--- src/rtl/msf_frame_decoder.sv ---
// Assembles one MSF minute frame from per-second A/B bits and validates it at each marker.
// Latency: results one cycle after the marker beat; every beat is accepted, no backpressure.
module msf_frame_decoder (
    input  logic       clk_i,
    input  logic       rst_i,
    input  logic       bits_valid_i,
    input  logic       bits_is_second_00_i,
    input  logic [1:0] bits_data_i,
    output logic       time_valid_o,
    output logic       frame_error_o,
    output logic       locked_o,
    output logic [7:0] year_o,
    output logic [4:0] month_o,
    output logic [5:0] day_o,
    output logic [2:0] dow_o,
    output logic [5:0] hour_o,
    output logic [6:0] minute_o,
    output logic       bst_o
);

    // a_q[0] holds second 59 at marker time, a_q[42] holds second 17.
    logic [42:0] a_q, a_d;
    logic [5:0]  b_q, b_d;
    logic [5:0]  cnt_q, cnt_d;

    logic        time_valid_q, time_valid_d;
    logic        frame_error_q, frame_error_d;
    logic        locked_q, locked_d;
    logic [7:0]  year_q, year_d;
    logic [4:0]  month_q, month_d;
    logic [5:0]  day_q, day_d;
    logic [2:0]  dow_q, dow_d;
    logic [5:0]  hour_q, hour_d;
    logic [6:0]  minute_q, minute_d;
    logic        bst_q, bst_d;

    logic len_ok;
    logic pattern_ok;
    logic parity_ok;
    logic frame_ok;

    always_comb begin
        len_ok     = (cnt_q >= 6'd58) && (cnt_q <= 6'd60);
        // Seconds 52..59 must read 0,1,1,1,1,1,1,0.
        pattern_ok = (a_q[7:0] == 8'b0111_1110);
        parity_ok  = (^{a_q[42:35], b_q[5]}) &
                     (^{a_q[34:24], b_q[4]}) &
                     (^{a_q[23:21], b_q[3]}) &
                     (^{a_q[20:8],  b_q[2]});
        frame_ok   = len_ok && pattern_ok && parity_ok;
    end

    always_comb begin
        a_d           = a_q;
        b_d           = b_q;
        cnt_d         = cnt_q;
        time_valid_d  = 1'b0;
        frame_error_d = 1'b0;
        locked_d      = locked_q;
        year_d        = year_q;
        month_d       = month_q;
        day_d         = day_q;
        dow_d         = dow_q;
        hour_d        = hour_q;
        minute_d      = minute_q;
        bst_d         = bst_q;
        if (bits_valid_i) begin
            if (bits_is_second_00_i) begin
                cnt_d = 6'd0;
                if (frame_ok) begin
                    time_valid_d = 1'b1;
                    locked_d     = 1'b1;
                    year_d       = a_q[42:35];
                    month_d      = a_q[34:30];
                    day_d        = a_q[29:24];
                    dow_d        = a_q[23:21];
                    hour_d       = a_q[20:15];
                    minute_d     = a_q[14:8];
                    bst_d        = b_q[1];
                end else begin
                    frame_error_d = 1'b1;
                    locked_d      = 1'b0;
                end
            end else begin
                a_d = {a_q[41:0], bits_data_i[1]};
                b_d = {b_q[4:0],  bits_data_i[0]};
                // Saturation keeps a missed marker from wrapping back into the length window.
                cnt_d = (cnt_q == 6'd63) ? 6'd63 : cnt_q + 6'd1;
            end
        end
    end

    always_ff @(posedge clk_i or posedge rst_i) begin
        if (rst_i) begin
            a_q           <= '0;
            b_q           <= '0;
            cnt_q         <= 6'd63;
            time_valid_q  <= 1'b0;
            frame_error_q <= 1'b0;
            locked_q      <= 1'b0;
            year_q        <= '0;
            month_q       <= '0;
            day_q         <= '0;
            dow_q         <= '0;
            hour_q        <= '0;
            minute_q      <= '0;
            bst_q         <= 1'b0;
        end else begin
            a_q           <= a_d;
            b_q           <= b_d;
            cnt_q         <= cnt_d;
            time_valid_q  <= time_valid_d;
            frame_error_q <= frame_error_d;
            locked_q      <= locked_d;
            year_q        <= year_d;
            month_q       <= month_d;
            day_q         <= day_d;
            dow_q         <= dow_d;
            hour_q        <= hour_d;
            minute_q      <= minute_d;
            bst_q         <= bst_d;
        end
    end

    assign time_valid_o  = time_valid_q;
    assign frame_error_o = frame_error_q;
    assign locked_o      = locked_q;
    assign year_o        = year_q;
    assign month_o       = month_q;
    assign day_o         = day_q;
    assign dow_o         = dow_q;
    assign hour_o        = hour_q;
    assign minute_o      = minute_q;
    assign bst_o         = bst_q;

endmodule

--- config.mk ---
export PLATFORM = sky130hd
export DESIGN_NAME = msf_frame_decoder
export DESIGN_NICKNAME = d
export VERILOG_FILES = /design/src/rtl/msf_frame_decoder.sv
export SDC_FILE = /design/constraint.sdc
export NUM_CORES = 1
export LEC_CHECK = 0
export CORE_AREA = 2 2 119 121
export DETAILED_ROUTE_END_ITERATION = 7
export DIE_AREA = 0 0 121 123
export PLACE_DENSITY = 0.51
export SYNTH_ARGS = -nofsm -noshare
export SYNTH_HDL_FRONTEND = slang
export SYNTH_SLANG_ARGS = --single-unit
--- constraint.sdc ---
create_clock -name clk_i -period 3.5 [get_ports clk_i]
set_input_delay 0.525 -clock clk_i [delete_from_list [all_inputs] [get_ports clk_i]]
set_output_delay 0.525 -clock clk_i [all_outputs]
set_load 0.005 [all_outputs]
==> metrics, run 1 <==
Max-slew headroom 50.01%; die footprint 14880 sq um; post-synth top area cell dfrtp_1; filler cell count 1311; ranking of synthesized cells by area dfrtp_1, mux2_2, xnor2_1, dfstp_2, xnor3_1; Post-DRT Antenna Nets 0; M1 WL 3.247 mm; Detailed Route Iter0 Violations 83; Vias/cell 4.380; largest net degree at the start of global routing 54; Place WS 688.7 ps; Num CTS Buffers 9; Leak Pwr 0.002282 uW; top cell type's share of synthesized area 54.85%; Clock Tree Buf Depth 2; final hold violations 0; die height 123 microns; global-route wire length before repair 11.54 mm; post-synthesis cell type count 31; Initial Util 29.50%; Synth Flop Type dfrtp_1; status finished clean; Routability Congestion 0.7182; share of cells above drive strength 1 36.88%; number of cell rows 43; Max Cap Violations 0; Root Driver clkbuf_16; wire per inst 13.51 microns; initial antenna violation count 0; WL met2 3.088 mm; final setup fails 0; Port Buffers 44; post_cts resized 0; worst setup path endpoint year_o[0]$_DFFE_PP0P_; Net count, final 323; H-tree lvl count 3; multi-input logic area 1587 sq um; Reg area 2360 sq um; post-DP HPWL 4.539 mm; syn_nets 274; Syn-to-layout area delta 24.28%; Pre-antenna DRT Iters 4; worst min path class reg2reg; worst skew pair latency 340 ps; CTS Sinks 94; post-CTS setup buffers 0; met3 WL post-DR 282 microns; number of I/O pins 45; critical path startpoint category register; DR top layer met4; YS warnings 0; worst setup path start a_q[16]$_DFFE_PP0P_; vias in the first global route 2292; CTS tree yes; Synth Register Bits 94; Reg2Reg Setup Slack 980 ps; VDD IR max 0.3419 mV; Final Skew 5.929 ps; Post-Route WL 6.757 mm; crit share post-route 71.98%; Crit. End Element register; hold bufs inserted after CTS 0; worst r2r src a_q[16]$_DFFE_PP0P_; diode count 0; terminus of the critical flop-to-flop path year_o[0]$_DFFE_PP0P_; Seq/Total Area, Yosys 58.77%; setup tns final 0 ps; kind of critical path reg2reg; Residual DRC 0; grt total ovfl 0; gr usage total 9.936%; Max Fanout on Critical Path 28; time the worst path needs with I/O delays and setup 2519 ps; synthesized instance count 266; via count 2190; ys async rst share 100.0%; PwrDens 569.4 nW/um^2; Cell Area, Synth 4015 sq um; Final WS setup 980.8 ps; Worst Path Arrival 2740 ps; RSZ-0062 raised after global routing false; core area 13610 sq um; Least-Margin Pin Slew 749.0 ps; chip width 121 microns; number of flops mapped to enable cells by yosys 0; fmax 397.0 MHz; count leader, synth dfrtp_1; synth cell count leaders dfrtp_1, mux2_2, xnor2_1; clock slew at reported path FFs 60 ps; FF-to-FF path depth 6; fin. max-slew vios 0; CP Data Required Time 3720 ps; Mean Syn Cell Area 15.09 sq um
critical path, stage by stage (launching register included):
cell,delay (ps)
dfrtp_1,410
xor2_1,170
xnor3_1,410
xnor3_2,430
nand4_4,200
buf_4,400
mux2_2,380
kinds of logic (layout without fill, tap and decap cells):
logic type               Yosys count  count (layout)  share of synthesized area [%]
AO/OA/AOI/OAI                     19              19                          3.116
flip-flops                        94              94                          58.77
adder cells (fa/ha/maj)            2               2                         0.6231
buffers and inverters             13              67                          1.776
XOR/XNOR                          31              31                          8.164
AND/OR/NAND/NOR                   22              22                          3.615
multiplexers                      85              85                          23.93
layout make-up:
cell class,instances,share of cell area (%)
Clock inverter,5,1.153
Inverter,3,0.2508
Multi-Input combinational cell,159,31.80
Timing Repair Buffer,48,9.930
Clock buffer,11,5.065
Tap cell,180,4.514
Sequential cell,94,47.29
flip-flops by register name (all words and copies together), names as in the netlist, 3 cells and up:
name,flops
a_q,43
cnt_q,6
month_o,5
hour_o,6
day_o,6
dow_o,3
b_q,6
year_o,8
minute_o,7
per-stage QoR:
| stage | instances | total power (uW) | util, % | hold slack, ps | instance area [sq um] |
|---|---|---|---|---|---|
| floorplan | 266 | 1777 | - | 469.0 | 4015 |
| global placement | 484 | 1878 | 34.38 | 487.3 | 4679 |
| detailed placement | 484 | 1892 | 34.38 | 492.9 | 4679 |
| CTS | 500 | 2893 | 36.66 | 507.6 | 4990 |
| global route | 500 | 2999 | 36.66 | 524.2 | 4990 |
| finish | 500 | 2841 | 36.66 | 501.2 | 4990 |
placed cells by master (no fill, tap or decap), types with 3 or more instances in the layout:
| cell | instances |
|---|---|
| dfstp_2 | 6 |
| a21oi_1 | 7 |
| xnor2_1 | 25 |
| clkbuf_16 | 9 |
| xnor3_1 | 3 |
| mux2_2 | 84 |
| clkinv_2 | 3 |
| nand2_1 | 6 |
| dfrtp_1 | 88 |
| nand4b_1 | 4 |
| clkdlybuf4s50_1 | 44 |
| o21ai_0 | 3 |
worst min path at each step:
stage | from | end | depth (start not counted)
3_3_place_gp | b_q[0]$_DFFE_PP0P_ | b_q[0]$_DFFE_PP0P_ | 1
5_1_grt | b_q[0]$_DFFE_PP0P_ | b_q[0]$_DFFE_PP0P_ | 1
3_5_place_dp | b_q[0]$_DFFE_PP0P_ | b_q[1]$_DFFE_PP0P_ | 1
4_1_cts | b_q[0]$_DFFE_PP0P_ | b_q[1]$_DFFE_PP0P_ | 1
2_1_floorplan | locked_o$_DFFE_PP0P_ | locked_o$_DFFE_PP0P_ | 2
6_report | b_q[0]$_DFFE_PP0P_ | b_q[1]$_DFFE_PP0P_ | 1
power by group:
part | internal (uW) | leakage [uW] | switching (uW)
logic | 326 | 0.000873 | 210
registers | 1200 | 0.00125 | 116
clock network | 592 | 0.000155 | 392
routing by layer:
layer	up-vias	GRT usage, %
li1	1044	-
met1	1101	13.29
met2	37	14.82
met3	8	2.860
met4	0	4.797
met5	-	0
Power figures use the tool's default switching activity.
==> inputs of run 2 (changes only) <==
- clock period: 3.5 -> 2.6 ns (I/O delays scaled with it)
==> metrics, run 2 (same netlist as run 1, synthesis figures left out) <==
filler cell count 1321 (+0.76%); number of I/O pins 45 (unchanged); largest net degree at the start of global routing 39 (-28%); fmax 423.8 MHz (+6.8%); clock slew at reported path FFs 60 ps (about the same); die footprint 14880 sq um (unchanged); wire per inst 13.55 microns (+0.26%); post-DP HPWL 4.719 mm (+4.0%); Num CTS Buffers 9 (unchanged); time the worst path needs with I/O delays and setup 2359 ps (-159.8 ps); fin. max-slew vios 0 (unchanged); critical path startpoint category register; hold bufs inserted after CTS 0 (unchanged); max FFs per register 43 (unchanged); Place WS 208.7 ps (-480.0 ps); Port Buffers 44 (unchanged); Leak Pwr 0.002276 uW (-0.25%); global-route wire length before repair 11.34 mm (-1.7%); leading cell type in the layout, fill and taps excluded dfrtp_1; Residual DRC 0 (unchanged); Worst Path Arrival 2570 ps (-170 ps); Final WS setup 240.6 ps (-740.2 ps); post_cts resized 0 (unchanged); Syn-to-layout area delta 24.24% (about the same); Reg2Reg Setup Slack 240 ps (-740 ps); worst path cell trace xnor2_1 > xnor3_1 > xnor3_2 > nand4_4 > buf_4 > mux2_2; via count 2217 (+1.2%); RSZ-0062 raised after global routing false; Max Fanout on Critical Path 27 (-3.6%); CTS Sinks 94 (unchanged); worst min path class reg2reg; CTS tree yes; Flop pwr share 48.3% (+1.8 points); CP Data Required Time 2810 ps (-910 ps); worst stage delay on the critical path 420 ps (about the same); Routability Congestion 0.6524 (-9.2%); Pre-antenna DRT Iters 4 (unchanged); Clock power frac 31.9% (-2.8 points); placed inst area 4725 sq um (+0.96%); Final Skew 6.370 ps (+0.4413 ps); post-CTS setup buffers 0 (unchanged); crit share post-route 90.75% (+19 points); Least-Margin Pin Slew 655.2 ps (-93.81 ps); register bank with the most flops a_q; Vias/cell 4.399 (+0.43%); Int Pwr 2737 uW (+29%); Finished Core Util 36.65% (about the same); worst path bufs/invs 1 (unchanged); final setup fails 0 (unchanged); Detailed Route Iter0 Violations 113 (+36%); crit-path leading delay family XOR/XNOR gates; Switching Power 937.8 uW (+30%); vias in the first global route 2242 (-2.2%); Root Driver clkbuf_16; grt total ovfl 0 (unchanged); share of cells above drive strength 1 36.42% (-0.46 points); Net count, final 327 (+1.2%); VDD IR max 0.2980 mV (-13%); slowest CP cell dfrtp_1; most frequent cells in the layout dfrtp_1, mux2_2, clkdlybuf4s50_1, xnor2_1, clkbuf_16; Clock Tree Buf Depth 2 (unchanged); setup tns final 0 ps (unchanged); number of cell rows 43 (unchanged); PwrDens 736.7 nW/um^2 (+29%); kind of critical path reg2reg; initial antenna violation count 0 (unchanged); Post-Route WL 6.829 mm (+1.1%); Logic pwr share 19.7% (+0.8 points); final hold violations 0 (unchanged); worst skew pair latency 330 ps (about the same); chip width 121 microns (unchanged); die height 123 microns (unchanged); gr usage total 9.704% (-0.23 points); Crit. End Element register; diode count 0 (unchanged); Post-DRT Antenna Nets 0 (unchanged); Max-slew headroom 56.23% (+6.2 points); Sw Ratio 25.52% (+0.21 points); core area 13610 sq um (unchanged); Max Cap Violations 0 (unchanged); H-tree lvl count 3 (unchanged); Initial Util 29.50% (unchanged); status finished clean; Final Instance Area 4989 sq um (about the same)
## run 2: path summary, 6_finish.rpt
kind                                       from                    end  cells past startpoint
setup / recovery            a_q[14]$_DFFE_PP0P_  year_o[0]$_DFFE_PP0P_                      6
hold / removal             locked_o$_DFFE_PP0P_   locked_o$_DFFE_PP0P_                      2
setup reg to reg            a_q[14]$_DFFE_PP0P_  year_o[0]$_DFFE_PP0P_                      6
hold reg to reg            locked_o$_DFFE_PP0P_   locked_o$_DFFE_PP0P_                      2
max in group asynchronous                 rst_i    a_q[26]$_DFFE_PP0P_                      3
min in group asynchronous                 rst_i    a_q[21]$_DFFE_PP0P_                      2
## run 2: layout make-up
type	instances	area, sq um	area share [%]
sequential	94	2360	47.30
clock buffer	14	254.0	5.092
tap	180	225.2	4.515
multi-input combinational	159	1587	31.80
timing repair buffer	52	538.0	10.79
inverter	3	15.01	0.3010
clock inverter	2	10.01	0.2007
## run 2: metal layers
metal | vias to the layer above | wire length, microns | track usage [%]
li1 | 1055 | - | -
met4 | 0 | 106 | 3.924
met1 | 1118 | 3314 | 13.31
met5 | - | 0 | 0
met2 | 37 | 3107 | 14.57
met3 | 7 | 301 | 2.629
## run 2: metrics by stage
stage / hold WS (ps) / instances / power [uW]
finish: 489.7 / 504 / 3675
global route: 524.1 / 504 / 3872
CTS: 503.5 / 504 / 3739
detailed placement: 488.1 / 488 / 2545
global placement: 469.3 / 488 / 2526
floorplan: 469.0 / 266 / 2393
## run 2: tightest hold or removal path, stage by stage, from the launching register on
cell and delay (ps):
dfrtp_1 350, nand2_1 50, nand2_1 60
## run 2: power by group through the flow
stage | clock network, uW | registers [uW] | logic (uW)
after floorplan | 0 | 1760 | 635
after global placement | 0 | 1800 | 724
after detailed placement | 0 | 1810 | 739
after CTS | 1220 | 1780 | 740
after global routing | 1280 | 1800 | 789
final | 1170 | 1780 | 725
==> inputs of run 3 (changes only) <==
- GPL_TIMING_DRIVEN: default -> 0
- REMOVE_ABC_BUFFERS: default -> 1
- clock period: 2.6 -> 2.2 ns (I/O delays scaled with it)
==> metrics, run 3 (same netlist as run 1, synthesis figures left out) <==
status finished clean; Leak Pwr 0.002365 uW (+3.9%); Worst Hold Slack 413.4 ps (-76.30 ps); Initial Util 29.50% (unchanged); Net count, final 330 (+0.92%); number of I/O pins 45 (unchanged); post-DP HPWL 4.387 mm (-7.0%); time the worst path needs with I/O delays and setup 2145 ps (-214.1 ps); CTS tree yes; PwrDens 910.4 nW/um^2 (+24%); Max-slew headroom 60.02% (+3.8 points); most frequent cells in the layout dfrtp_1, mux2_2, clkdlybuf4s50_1, xnor2_1, clkbuf_16; diode count 0 (unchanged); largest net degree at the start of global routing 51 (+31%); Post-DRT Antenna Nets 0 (unchanged); via count 2260 (+1.9%); worst skew pair latency 340 ps (about the same); Port Buffers 44 (unchanged); number of cell rows 43 (unchanged); Clock Tree Buf Depth 2 (unchanged); Worst Path Arrival 2370 ps (-200 ps); final hold violations 0 (unchanged); global-route wire length before repair 11.83 mm (+4.3%); Max Cap Violations 0 (unchanged); Least-Margin Pin Slew 599.6 ps (-55.55 ps); Final Skew 8.823 ps (+2.453 ps); register bank with the most flops a_q; gr usage total 10.40% (+0.69 points); chip width 121 microns (unchanged); max FFs per register 43 (unchanged); RSZ-0062 raised after global routing true; initial antenna violation count 0 (unchanged); fmax 466.1 MHz (+10%); VDD IR max 0.4944 mV (+66%); Vias/cell 4.458 (+1.3%); leading cell type in the layout, fill and taps excluded dfrtp_1; worst min path class in2async; final setup fails 0 (unchanged); die footprint 14880 sq um (unchanged); CP Data Required Time 2420 ps (-390 ps); Root Driver clkbuf_16; CTS Sinks 94 (unchanged); Syn-to-layout area delta 28.92%; filler cell count 1289 (-2.4%); H-tree lvl count 3 (unchanged); Post-Route WL 7.410 mm (+8.5%); Num CTS Buffers 9 (unchanged); fin. max-slew vios 0 (unchanged); wire per inst 14.62 microns (+7.9%); share of cells above drive strength 1 40.98% (+4.6 points); core area 13610 sq um (unchanged); grt total ovfl 0 (unchanged); Crit. End Element register; Residual DRC 0 (unchanged); Detailed Route Iter0 Violations 109 (-3.5%); vias in the first global route 2249 (+0.31%); die height 123 microns (unchanged); clock slew at reported path FFs 60 ps (about the same); critical path startpoint category register; crit share post-route 97.51% (+6.8 points); Max Fanout on Critical Path 9 (-67%); Pre-antenna DRT Iters 4 (unchanged); Routability Congestion 0.6749 (+3.4%); kind of critical path reg2reg; setup tns final 0 ps (unchanged)
run 3: timing repair:
action,4_1_cts,5_1_grt
gates cloned,1,1
gates resized for setup,7,9
hold buffers,0,0
setup buffers,3,4
pin swaps,3,3
endpoints found under the setup margin,37,36
run 3: routing by layer:
layer	up-vias	GRT usage (%)	wire length (microns)
met1	1149	14.77	3799
met4	0	6.105	165
met2	32	14.89	3246
met5	-	0	0
met3	10	1.753	199
li1	1069	-	-
run 3: per-stage QoR:
stage | total power [uW] | std cells | instance area (sq um) | worst slack, ps | utilization, %
after floorplan | 2824 | 256 | 3955 | -568.7 | -
after global placement | 3005 | 480 | 4621 | -2141 | 33.95
after detailed placement | 3018 | 482 | 4673 | -944.0 | 34.33
after CTS | 4724 | 502 | 5077 | 11.04 | 37.30
after global routing | 4949 | 507 | 5176 | -38.49 | 38.03
final | 4712 | 507 | 5176 | 54.69 | 38.03
run 3: path summary, 6_finish.rpt:
path	slack [ps]	startpoint	cells after the start	to
max	50	cnt_q[3]$_DFFE_PP1P_	7	minute_o[3]$_DFFE_PP0P_
min	410	rst_i	2	minute_o[0]$_DFFE_PP0P_
max in group asynchronous	1140	rst_i	3	a_q[28]$_DFFE_PP0P_
min in group clk_i	500	locked_o$_DFFE_PP0P_	2	locked_o$_DFFE_PP0P_
max reg2reg	50	cnt_q[3]$_DFFE_PP1P_	7	minute_o[3]$_DFFE_PP0P_
min reg2reg	500	locked_o$_DFFE_PP0P_	2	locked_o$_DFFE_PP0P_
run 3: critical path: stages (launching register included):
cell,delay [ps]
dfstp_2,580
nand3_2,80
or3_4,400
nor4_4,170
buf_4,170
nand4_4,130
clkbuf_16,210
mux2_4,300
run 3: final cells by class:
| type | count | area (sq um) | area share [%] |
|---|---|---|---|
| Clock buffer | 14 | 284.0 | 5.487 |
| Clock inverter | 2 | 13.76 | 0.2659 |
| Inverter | 3 | 13.76 | 0.2659 |
| Multi-Input combinational cell | 160 | 1690 | 32.66 |
| Sequential cell | 94 | 2360 | 45.59 |
| Tap cell | 180 | 225.2 | 4.351 |
| Timing Repair Buffer | 54 | 589.3 | 11.39 |
run 3: power breakdown:
part,switching [uW],internal (uW)
sequential,194,1920
clock,630,891
combinational,486,596
total,1310,3400
